$ cat config.mk
export PLATFORM = sky130hd
export DESIGN_NAME = aes_round_ctrl
export DESIGN_NICKNAME = d
export VERILOG_FILES = /design/src/rtl/aes_round_ctrl.sv
export SDC_FILE = /design/constraint.sdc
export NUM_CORES = 1
export LEC_CHECK = 0
export CAP_MARGIN = 30
export CORE_AREA = 5 5 250 252
export CTS_CLUSTER_DIAMETER = 200
export DETAILED_ROUTE_END_ITERATION = 10
export DIE_AREA = 0 0 255 257
export PLACE_DENSITY = 0.63
export SLEW_MARGIN = 40
export SYNTH_ARGS = -nofsm -noshare
export SYNTH_HDL_FRONTEND = slang
export SYNTH_SLANG_ARGS = --single-unit
$ cat constraint.sdc
create_clock -name i_clk -period 4.95 [get_ports i_clk]
set_clock_uncertainty 0.1 [all_clocks]
set_input_delay 1.485 -clock i_clk [delete_from_list [all_inputs] [get_ports i_clk]]
set_output_delay 1.485 -clock i_clk [all_outputs]
set_load 0.05 [all_outputs]
$ cat src/rtl/aes_round_ctrl.sv
// AES encryption round sequencer around an external sub_bytes datapath and key store.
// Optional debug taps (o_dbg_state, o_dbg_round) are enabled by defining AES_CTRL_DBG_EN.
module aes_round_ctrl #(
  parameter int NUM_ROUNDS = 10,
  parameter int SB_LATENCY = 1
) (
  input  logic         i_clk,
  input  logic         i_rst,
  input  logic         i_valid,
  output logic         o_ready,
  input  logic [127:0] i_data_in,
  output logic         o_valid,
  input  logic         i_ready,
  output logic [127:0] o_data_out,
  output logic [3:0]   o_rk_idx,
  input  logic [127:0] i_round_key,
  output logic [127:0] o_sb_data,
  input  logic [127:0] i_sb_data
`ifdef AES_CTRL_DBG_EN
  ,
  output logic [1:0]   o_dbg_state,
  output logic [3:0]   o_dbg_round
`endif
);

  typedef enum logic [1:0] {
    IDLE = 2'd0,
    SUB  = 2'd1,
    MIX  = 2'd2,
    DONE = 2'd3
  } state_t;

  localparam logic [3:0] LAST_ROUND = 4'(NUM_ROUNDS);
  localparam logic [1:0] WAIT_LAST  = 2'(SB_LATENCY - 1);

  state_t       state;
  logic [127:0] state_reg;
  logic [3:0]   round_cnt;
  logic [1:0]   wait_cnt;
  logic         valid_q;
  logic         ready_q;
  logic [127:0] sr_data;
  logic [127:0] mc_data;

  function automatic logic [7:0] xtime(input logic [7:0] b);
    return {b[6:0], 1'b0} ^ (b[7] ? 8'h1b : 8'h00);
  endfunction

  // Row r of the output takes column (c + r) mod 4 of the input.
  function automatic logic [127:0] shift_rows(input logic [127:0] s);
    logic [127:0] r;
    r = '0;
    for (int c = 0; c < 4; c++) begin
      for (int row = 0; row < 4; row++) begin
        r[127 - 8*(4*c + row) -: 8] = s[127 - 8*(4*((c + row) % 4) + row) -: 8];
      end
    end
    return r;
  endfunction

  function automatic logic [127:0] mix_columns(input logic [127:0] s);
    logic [127:0] r;
    logic [7:0]   a0, a1, a2, a3;
    r = '0;
    for (int c = 0; c < 4; c++) begin
      a0 = s[127 - 32*c      -: 8];
      a1 = s[127 - 32*c - 8  -: 8];
      a2 = s[127 - 32*c - 16 -: 8];
      a3 = s[127 - 32*c - 24 -: 8];
      r[127 - 32*c      -: 8] = xtime(a0) ^ xtime(a1) ^ a1 ^ a2 ^ a3;
      r[127 - 32*c - 8  -: 8] = a0 ^ xtime(a1) ^ xtime(a2) ^ a2 ^ a3;
      r[127 - 32*c - 16 -: 8] = a0 ^ a1 ^ xtime(a2) ^ xtime(a3) ^ a3;
      r[127 - 32*c - 24 -: 8] = xtime(a0) ^ a0 ^ a1 ^ a2 ^ xtime(a3);
    end
    return r;
  endfunction

  assign sr_data = shift_rows(i_sb_data);
  assign mc_data = mix_columns(sr_data);

  always_ff @(posedge i_clk or posedge i_rst) begin
    if (i_rst) begin
      state     <= IDLE;
      state_reg <= '0;
      round_cnt <= '0;
      wait_cnt  <= '0;
      valid_q   <= 1'b0;
      ready_q   <= 1'b1;
    end else begin
      case (state)
        IDLE: begin
          if (i_valid && ready_q) begin
            state_reg <= i_data_in ^ i_round_key;
            round_cnt <= 4'd1;
            wait_cnt  <= '0;
            ready_q   <= 1'b0;
            state     <= SUB;
          end
        end
        // Hold the state steady while the s_box pipeline drains.
        SUB: begin
          if (wait_cnt == WAIT_LAST) begin
            wait_cnt <= '0;
            state    <= MIX;
          end else begin
            wait_cnt <= wait_cnt + 2'd1;
          end
        end
        MIX: begin
          if (round_cnt == LAST_ROUND) begin
            state_reg <= sr_data ^ i_round_key;
            valid_q   <= 1'b1;
            state     <= DONE;
          end else begin
            state_reg <= mc_data ^ i_round_key;
            round_cnt <= round_cnt + 4'd1;
            state     <= SUB;
          end
        end
        DONE: begin
          if (i_ready) begin
            valid_q   <= 1'b0;
            ready_q   <= 1'b1;
            round_cnt <= '0;
            state     <= IDLE;
          end
        end
        default: state <= IDLE;
      endcase
    end
  end

  // The round counter doubles as the key-store index: 0 in IDLE, NUM_ROUNDS in DONE.
  assign o_rk_idx   = round_cnt;
  assign o_ready    = ready_q & ~i_rst;
  assign o_valid    = valid_q;
  assign o_data_out = state_reg;
  assign o_sb_data  = state_reg;

`ifdef AES_CTRL_DBG_EN
  assign o_dbg_state = state;
  assign o_dbg_round = round_cnt;
`else
  // Debug taps compiled out.
`endif

endmodule

==> impl_metrics.toml <==
[power]
powerDensity_nw_per_um2 = 229
power.sequential.fraction = 0.255
p_leak_nw = 10.0
intPower_w = 0.00320
switchingPower_w = 0.00175
ir_worst_vdd_mv = 0.256
switching_share = 0.354
p_comb_frac = 0.457
clkPwrFrac = 0.287

[cells_and_area]
final_cell_count_no_fill = 2651
layout_common_cells = "clkdlybuf4s50_1, xor2_1, nand2_1"
utilization = 0.360
drive_gt1_frac = 0.0386
layout_commonest_cell = "clkdlybuf4s50_1"
nets = 2251
area_growth_pct = 46.2
largest_reg_flops = 128

[timing]
slew_headroom = 0.447
finalWorstSetupSlack_ns = 0.429
setup-tns-final_ns = 0
fmax_ghz = 0.221
post-route-period-util = 0.913
rsz0062_at_grt = "false"
hold_slack_ns = 0.408
setup_viol = 0
tightestPinTransition_ns = 0.827
drv_slew = 0
finalHoldViolations = 0
min_period_ns = 4.52

[global_routing]
grt_usage = 0.177
grt_pass1_vias = 13223
overflow = 0
grt_pass1_wl_um = 87600
grt_max_degree = 139
grt_antenna_before_repair = 6

[worst_setup_path]
worstSetupStartpoint = "i_rst"
cpMostUsedCell = "clkdlybuf4s50_1"
worstPathBufferInverterCount = 2
path_delay_family = "buffers and inverters"
slowest_delay_ns = 0.83
critPathKind = "primary input to output pin"
critPathSlowestCell = "clkdlybuf4s50_1"
path_cells = "clkdlybuf4s50_1, nor2b_1, clkdlybuf4s50_1"
reg2reg_setup_slack_ns = 1.94
worst-path-max-fanout = 2
crit_cells = 3
cp-endpoint = "o_ready"
cp-end-kind = "output pin"
r2r_start = "state[0]"
r2r_end = "o_data_out[32]"
arrival_ns = 2.94
start_kind = "primary input"
ff2ff_path_depth = 8
required_ns = 3.37

[synth]
synth_ff_type = "dfrtp_1"
synth.distinct_cells = 47
ys_warn_count = 0
synth.yosys.seq_area_share = 0.234
postSynth.asyncResetShare = 1.00
ys_ff_latch = 138
syn_inst = 1424
post_synth.cell_area_avg_sq_um = 10.4
syn_nets = 1821
synth_edf_count = 0
syn_area_sq_um = 14700

[min_path]
min_path_type = "flip-flop to flip-flop"

[drt]
routed_via_density = 4.71
drtAntennaViolNets = 0
num_vias = 12482
dr.pass1.iters = 5
post_drt_wl_per_cell_um = 22.7
drtIter0Drc = 717
drt-total-wl_um = 60300
drc = 0

[clocking]
htree_levels = 4
cts_setup_buffers = 0
cts_hold_repair.buffers = 0
postCtsResizedCells = 0
ctsRootBufferMaster = "clkbuf_16"
clockBufferDepth = 2
clk_pin_slew_ns = 0.06
clock-sinks = 138
cts_buffers = 17
clk_latency_ns = 0.48
cts_tree = "built"

[floorplan]
rows = 90
io_pins = 650
initial_utilization = 0.246
die_y_um = 257
die-area_sq_um = 65500
core_area_sq_um = 59900
die_w_um = 255

[placement]
place_ws_ns = 0.458
dp.cells = 2616
place_hpwl_um = 47400
routabilityCongestion = 0.905
portBuffers = 649

[job]
drv_cap = 0

[status]
status = "finished, final reports clean"
[logic make-up after synthesis]
family                   after synthesis  share of synthesized area
AO/OA/AOI/OAI                        290                      0.138
XOR/XNOR                             430                      0.417
adder cells (fa/ha/maj)                9                    0.00764
buffers and inverters                269                      0.105
flip-flops                           138                      0.234
multiplexers                           2                    0.00136
AND/OR/NAND/NOR                      286                     0.0953
[metal layers]
metal / global-route usage / wire length (um) / vias to the layer above
met5: 0 / 27 / -
met4: 0.0694 / 1800 / 4
met3: 0.0453 / 4170 / 95
met2: 0.298 / 29800 / 519
met1: 0.217 / 24500 / 6107
li1: - / - / 5757
[area by class of cell]
type | count | area [sq um]
Tap cell | 782 | 978
Antenna cell | 5 | 12.5
Timing Repair Buffer | 666 | 6680
Fill cell | 5986 | 38400
Sequential cell | 138 | 3450
Multi-Input combinational cell | 1017 | 9770
Clock buffer | 20 | 457
Clock inverter | 9 | 148
Inverter | 14 | 58.8
[worst min-delay path: stages (launching register included)]
cell     delay [ns]
dfrtp_1        0.36
nand2_1        0.05
o21ai_0        0.06
[how the worst min path moves through the flow]
| stage | end | start | slack [ns] | cells past startpoint |
|---|---|---|---|---|
| 2_1_floorplan | wait_cnt[0] | wait_cnt[0] | 0.37 | 2 |
| 3_3_place_gp | wait_cnt[0] | wait_cnt[0] | 0.39 | 2 |
| 3_5_place_dp | o_valid | o_valid | 0.40 | 2 |
| 4_1_cts | o_valid | o_valid | 0.41 | 2 |
| 5_1_grt | o_data_out[92] | o_data_out[92] | 0.45 | 2 |
| 6_report | o_valid | o_valid | 0.41 | 2 |
[per-stage QoR]
stage | instance area, sq um | power, W
after floorplan | 14700 | 0.00278
after global placement | 20900 | 0.00353
after detailed placement | 20900 | 0.00354
after CTS | 21500 | 0.00501
after global routing | 21600 | 0.00514
final | 21600 | 0.00495
[power groups by stage]
stage / clock (W) / combinational (W) / sequential (W)
floorplan: 0 / 0.00128 / 0.00150
global placement: 0 / 0.00225 / 0.00128
detailed placement: 0 / 0.00226 / 0.00128
CTS: 0.00147 / 0.00227 / 0.00127
global route: 0.00150 / 0.00237 / 0.00127
finish: 0.00142 / 0.00226 / 0.00126
[Yosys cell counts (9+ instances only)]
library cell	number	share of area
xor2_1	171	0.10
nand2_1	145	0.037
dfrtp_1	137	0.23
buf_4	131	0.067
o21ai_0	127	0.043
xnor3_1	125	0.19
and3_1	111	0.047
clkbuf_1	91	0.023
a221oi_1	88	0.052
xnor2_1	88	0.052
xor3_1	38	0.061
buf_2	19	0.0064
o21ai_1	15	0.0051
inv_1	14	0.0036
a221o_1	13	0.0088
a21oi_1	11	0.0037
a221oi_2	11	0.011
buf_1	10	0.0025
o2bb2ai_1	10	0.0059
ha_1	9	0.0076
No activity file was read; power rests on OpenSTA's default activity.
